`src/rtl/sprite_compositor.sv`:
```
`default_nettype none
// ============================================================================
// Module   : sprite_compositor
// Purpose  : Pixel-pipeline stage between the VGA timing generator and the
//            board pins. Addresses a synchronous sprite memory, composites the
//            returned texel over a background with colour-key transparency and
//            power-of-two scaling, and outputs latency-matched RGB and
//            active-low syncs. The sprite position is double-buffered and
//            swapped only on the vsync rising edge, so frames never tear.
// Revision : 1.0 - initial release
// ============================================================================
module sprite_compositor #(
  parameter int          WIDTH       = 128,
  parameter int          HEIGHT      = 128,
  parameter int          SCALE_LOG2  = 0,
  parameter int          MEM_LATENCY = 2,
  parameter logic [11:0] KEY_COLOR   = 12'hF0F,
  parameter logic [11:0] BG_COLOR    = 12'h000
) (
  input  logic                               clk,
  input  logic                               rst,
  input  logic [10:0]                        hcount_in,
  input  logic [9:0]                         vcount_in,
  input  logic                               hsync_in,
  input  logic                               vsync_in,
  input  logic                               blank_in,
  input  logic [10:0]                        pos_x_in,
  input  logic [9:0]                         pos_y_in,
  input  logic                               pos_valid_in,
  output logic                               pos_ack_out,
  output logic [$clog2(WIDTH*HEIGHT)-1:0]    mem_addr_out,
  input  logic [11:0]                        mem_data_in,
  output logic [3:0]                         vga_r,
  output logic [3:0]                         vga_g,
  output logic [3:0]                         vga_b,
  output logic                               vga_hs,
  output logic                               vga_vs
);

  localparam int          c_ADDR_W = $clog2(WIDTH*HEIGHT);
  // On-screen footprint of the sprite, in pixels.
  localparam logic [11:0] c_SPAN_X = 12'(WIDTH << SCALE_LOG2);
  localparam logic [11:0] c_SPAN_Y = 12'(HEIGHT << SCALE_LOG2);

  // --------------------------------------------------------------------------
  // Position double-buffer
  // --------------------------------------------------------------------------
  logic [10:0] r_act_x;
  logic [9:0]  r_act_y;
  logic [10:0] r_pend_x;
  logic [9:0]  r_pend_y;
  logic        r_pending;
  logic        r_vsync_q;
  logic        w_frame_edge;

  assign w_frame_edge = vsync_in & ~r_vsync_q;

  // Capture requested positions; promote pending to active at the frame edge.
  always_ff @(posedge clk) begin
    if (rst) begin
      r_vsync_q   <= 1'b0;
      r_pending   <= 1'b0;
      r_act_x     <= '0;
      r_act_y     <= '0;
      r_pend_x    <= '0;
      r_pend_y    <= '0;
      pos_ack_out <= 1'b0;
    end else begin
      r_vsync_q   <= vsync_in;
      pos_ack_out <= w_frame_edge & r_pending;
      // The old pending value is applied even if a new strobe lands now;
      // the new strobe then waits for the next frame.
      if (w_frame_edge && r_pending) begin
        r_act_x <= r_pend_x;
        r_act_y <= r_pend_y;
      end
      if (pos_valid_in) begin
        r_pend_x  <= pos_x_in;
        r_pend_y  <= pos_y_in;
        r_pending <= 1'b1;
      end else if (w_frame_edge) begin
        r_pending <= 1'b0;
      end
    end
  end

  // --------------------------------------------------------------------------
  // Stage A: hit test and address generation
  // --------------------------------------------------------------------------
  // Both operands are zero-extended to 12 bits, so the difference of two
  // 11-bit values can never overflow: bit 11 set means strictly negative.
  logic [11:0]         w_dx;
  logic [11:0]         w_dy;
  logic [11:0]         w_tx;
  logic [11:0]         w_ty;
  logic                w_in_sprite;
  logic [c_ADDR_W-1:0] w_addr;

  assign w_dx = {1'b0, hcount_in} - {1'b0, r_act_x};
  assign w_dy = {2'b0, vcount_in} - {2'b0, r_act_y};

  assign w_in_sprite = ~w_dx[11] && (w_dx < c_SPAN_X) &&
                       ~w_dy[11] && (w_dy < c_SPAN_Y);

  // Texel coordinates; only consumed when the offsets are known non-negative.
  assign w_tx = w_dx >> SCALE_LOG2;
  assign w_ty = w_dy >> SCALE_LOG2;

  assign w_addr = c_ADDR_W'(w_ty) * c_ADDR_W'(WIDTH) + c_ADDR_W'(w_tx);

  logic r_a_in;
  logic r_a_blank;
  logic r_a_hs;
  logic r_a_vs;

  // Register the memory address and the timing that travels with it.
  always_ff @(posedge clk) begin
    if (rst) begin
      mem_addr_out <= '0;
      r_a_in       <= 1'b0;
      r_a_blank    <= 1'b1;
      r_a_hs       <= 1'b0;
      r_a_vs       <= 1'b0;
    end else begin
      mem_addr_out <= w_in_sprite ? w_addr : '0;
      r_a_in       <= w_in_sprite;
      r_a_blank    <= blank_in;
      r_a_hs       <= hsync_in;
      r_a_vs       <= vsync_in;
    end
  end

  // --------------------------------------------------------------------------
  // Stage B: delay timing by the memory read latency
  // --------------------------------------------------------------------------
  logic [MEM_LATENCY-1:0] r_b_in;
  logic [MEM_LATENCY-1:0] r_b_blank;
  logic [MEM_LATENCY-1:0] r_b_hs;
  logic [MEM_LATENCY-1:0] r_b_vs;

  // Shift chain aligning hit/blank/sync with the returning texel.
  always_ff @(posedge clk) begin
    if (rst) begin
      r_b_in    <= '0;
      r_b_blank <= '1;
      r_b_hs    <= '0;
      r_b_vs    <= '0;
    end else begin
      r_b_in[0]    <= r_a_in;
      r_b_blank[0] <= r_a_blank;
      r_b_hs[0]    <= r_a_hs;
      r_b_vs[0]    <= r_a_vs;
      for (int i = 1; i < MEM_LATENCY; i++) begin
        r_b_in[i]    <= r_b_in[i-1];
        r_b_blank[i] <= r_b_blank[i-1];
        r_b_hs[i]    <= r_b_hs[i-1];
        r_b_vs[i]    <= r_b_vs[i-1];
      end
    end
  end

  // --------------------------------------------------------------------------
  // Stage C: composite and drive the pins
  // --------------------------------------------------------------------------
  logic [11:0] w_rgb;

  // Blank wins, then an opaque sprite texel, otherwise the background.
  always_comb begin
    w_rgb = BG_COLOR;
    if (r_b_blank[MEM_LATENCY-1]) begin
      w_rgb = 12'h000;
    end else if (r_b_in[MEM_LATENCY-1] && (mem_data_in != KEY_COLOR)) begin
      w_rgb = mem_data_in;
    end
  end

  // Output registers; syncs are inverted to the board's active-low sense.
  always_ff @(posedge clk) begin
    if (rst) begin
      vga_r  <= 4'h0;
      vga_g  <= 4'h0;
      vga_b  <= 4'h0;
      vga_hs <= 1'b1;
      vga_vs <= 1'b1;
    end else begin
      vga_r  <= w_rgb[11:8];
      vga_g  <= w_rgb[7:4];
      vga_b  <= w_rgb[3:0];
      vga_hs <= ~r_b_hs[MEM_LATENCY-1];
      vga_vs <= ~r_b_vs[MEM_LATENCY-1];
    end
  end

endmodule
`default_nettype wire

```
`config.mk`:
```
export PLATFORM = sky130hd
export DESIGN_NAME = sprite_compositor
export DESIGN_NICKNAME = d
export VERILOG_FILES = /design/src/rtl/sprite_compositor.sv
export SDC_FILE = /design/constraint.sdc
export NUM_CORES = 1
export LEC_CHECK = 0
export CORE_ASPECT_RATIO = 0.5
export CORE_MARGIN = 2
export CORE_UTILIZATION = 55
export CTS_CLUSTER_DIAMETER = 120
export CTS_CLUSTER_SIZE = 16
export DETAILED_ROUTE_END_ITERATION = 8
export DONT_BUFFER_PORTS = 1
export GPL_TIMING_DRIVEN = 0
export MAX_ROUTING_LAYER = met4
export PLACE_DENSITY_LB_ADDON = 0.1
export SYNTH_ARGS = -nofsm -noshare
export SYNTH_HDL_FRONTEND = slang
export SYNTH_SLANG_ARGS = --single-unit
```
`constraint.sdc`:
```
create_clock -name clk -period 3.55 [get_ports clk]
set_input_delay 0.5325 -clock clk [delete_from_list [all_inputs] [get_ports clk]]
set_output_delay 0.5325 -clock clk [all_outputs]
set_load 0.01 [all_outputs]
```
==> results.yml <==
sta:
  rsz0062_at_grt: "false"
  hold_viol: 0
  slew_viol_final: 0
  worst-slew-pin-transition_ps: 717
  fin_skew_ps: 7.48
  period_share_pct: 94.0
  setup_viol: 0
  relSlewSlack_pct: 52.2
  setup_slack_ps: 213
  min_period_ps: 3340
  fmax_mhz: 300
  setup_tns_ps: 0
global_routing:
  grt_pass1_vias: 2870
  grt_antenna_before_repair: 0
  overflow: 0
  grt_usage_pct: 23.3
  grt_pass1_wl_um: 13300
  grt_start_max_net_pins: 16
finish:
  drive_gt1_share_pct: 5.82
  syn_to_final_growth_pct: 11.4
  mostFrequentLayoutCell: "dfxtp_1"
  fin_util_pct: 63.7
  fill_cells: 584
  final_cell_area_um2: 4270
  layout_common_cells: "dfxtp_1 (83), nand2_1 (50), nor2_1 (41), a21oi_1 (39), inv_1 (31)"
  antenna_cells: 0
  nets: 531
route:
  drt_iter0_markers: 165
  via_per_inst: 5.39
  wirelength_um: 8240
  wl_per_cell_um: 15.3
  ant_nets: 0
  vias: 2905
  firstDrtPassIters: 4
  drc: 0
die:
  rows: 21
  dieWidth_um: 122
  dieArea_um2: 7690
  coreArea_um2: 6700
  start_util_pct: 57.2
  die_h_um: 63.0
  io_pins: 89
pwr:
  peakVddDrop_mv: 0.310
  power_mw: 2.19
  power_density_nw_per_um2: 514
  p_leak_nw: 1.71
clock_network:
  htreeDepth: 3
  clock_sinks: 84
  clockBufferDepth: 2
  clock_latency_ps: 340
  cts_tree: "yes"
  postCtsSetupRepairBufs: 0
  root_buffer: "clkbuf_16"
  cts_buffers: 9
  clk_pin_slew_ps: 60
hold_path:
  min_path_cells: 1
  hp-class: "in2reg"
critical_path:
  crit_top_cell: "nor2b_1"
  critPathMaxFanout: 4
  critPathMaxStageDelay_ps: 410
  crit_slowest_cell: "o41a_1"
  reg2reg_depth: 15
  path_cells: "inv_1 -> ha_1 -> nor2b_1 -> o31a_1 -> o41a_1 -> a211o_1 -> a21oi_2 -> ha_1 -> nor2b_1 -> o21ai_0 -> nand2b_1 -> a21oi_1 -> nor2b_1 -> xnor2_1 -> nor2_1"
  end_kind: "register"
  path_class: "reg2reg"
  worstPathArrival_ps: 3570
  critPathLaunchType: "register"
  required_ps: 3780
outcome:
  status: "completed"
yosys:
  async_flop_share_pct: 0
  synthTopCellsByArea: "dfxtp_1 (44%), ha_1 (8.5%), mux2i_1 (5.7%), a21oi_1 (5.2%), nand2_1 (4.9%)"
  syn_nets: 520
  yosys.cell_types.count: 44
  synth.largest_area_cell: "dfxtp_1"
  ys_seq_elements: 84
  synth.avg_cell_area_um2: 8.89
  synthFlopType: "dfxtp_1"
  synth_area_um2: 3830
  synth_cells: 431
  synth_seq_area_share_pct: 43.9
  synth_top_area_share_pct: 43.9
  synth_edf_count: 0
  yosysWarnings: 0
placed_design:
  place.gp.congestion: 0.927
  io_buffers: 0
  dp_slack_ps: 5.47
  hpwl_um: 6410
  placed_area_um2: 3950
job:
  cap_viol_max_count: 0
per-stage QoR:
stage | hold WS (ps) | std cells
2_1_floorplan | 356 | 431
3_3_place_gp | 369 | 523
3_5_place_dp | 365 | 523
4_1_cts | 283 | 539
5_1_grt | 288 | 539
6_report | 293 | 539
power by group:
group	total [mW]	internal, mW	leakage (nW)	switching (mW)
clock	0.951	0.571	0.151	0.380
sequential	0.980	0.967	0.684	0.0133
combinational	0.262	0.114	0.874	0.148
total	2.19	1.65	1.71	0.541
cell families after synthesis:
group / after synthesis / share of synthesized area, %
AO/OA/AOI/OAI: 78 / 12.5
buffers and inverters: 50 / 5.16
adder cells (fa/ha/maj): 29 / 10.1
multiplexers: 22 / 5.75
XOR/XNOR: 15 / 3.43
flip-flops: 84 / 43.9
AND/OR/NAND/NOR: 153 / 19.2
path summary, 6_finish.rpt:
kind | startpoint | end | slack, ps
setup / recovery | r_act_x[1]$_SDFFE_PP0P_ | mem_addr_out[13]$_SDFF_PP0_ | 210
hold / removal | blank_in | r_a_blank$_SDFF_PP1_ | 290
setup reg to reg | r_act_x[1]$_SDFFE_PP0P_ | mem_addr_out[13]$_SDFF_PP0_ | 210
hold reg to reg | r_b_vs[1]$_SDFF_PP0_ | vga_vs$_SDFF_PP1_ | 380
sequential cells by signal, indices dropped and copies added (netlist names):
register,count
mem_addr_out,14
r_b_hs,2
pos_ack_out,1
r_act_x,11
r_a_vs,1
r_a_in,1
r_pend_y,10
vga_hs,1
r_act_y,10
vga_r,4
vga_g,4
vga_b,4
r_pending,1
vga_vs,1
r_b_in,2
r_a_hs,1
r_b_blank,2
r_pend_x,11
r_a_blank,1
r_b_vs,2
cell usage after synthesis (2+ instances only):
library cell	instances
dfxtp_1	84
nand2_1	50
nor2_1	41
a21oi_1	40
inv_1	31
ha_1	26
mux2i_1	22
nor2b_1	14
and2_1	12
clkbuf_1	12
nand2b_1	9
xor2_1	8
o21a_1	7
o21ai_0	7
xnor2_1	7
a21o_1	6
nor3_1	6
buf_1	4
o211ai_1	4
a31oi_1	3
fa_1	3
nand3_1	3
nand4_1	3
or2_2	3
a211o_1	2
and3_1	2
buf_2	2
nand4b_1	2
or3_1	2
or4_1	2
worst max-delay path: cells and delay by family (launching register included):
| family | cells | cell delay [ps] |
|---|---|---|
| adder cells (fa/ha/maj) | 2 | 550 |
| AO/OA/AOI/OAI | 6 | 1570 |
| XOR/XNOR | 1 | 150 |
| buffers and inverters | 1 | 50 |
| AND/OR/NAND/NOR | 5 | 520 |
| flip-flops | 1 | 380 |
what timing repair did:
action / in CTS / in global routing
setup endpoints to repair: 0 / 1
gates resized for setup: 0 / 3
hold buffers: 0 / 0
layer usage:
| layer | routed length (µm) | GRT usage [%] | part of all wire, % | up-vias |
|---|---|---|---|---|
| met2 | 3460 | 34.4 | 42 | 91 |
| met4 | 108 | 7.76 | 1.3 | 0 |
| met3 | 546 | 7.03 | 6.6 | 12 |
| li1 | - | - | - | 1459 |
| met5 | 0 | - | 0 | - |
| met1 | 4120 | 30.5 | 50 | 1343 |
cell type report:
type | count | area, µm² | area share (%)
multi-input cells | 297 | 1960 | 46.0
plain buffers | 19 | 81.3 | 1.91
clock inverters | 6 | 71.3 | 1.67
clock buffers | 10 | 239 | 5.60
inverters | 31 | 116 | 2.73
flip-flops and latches | 84 | 1680 | 39.4
well taps | 92 | 115 | 2.70
Power figures use the tool's default switching activity.
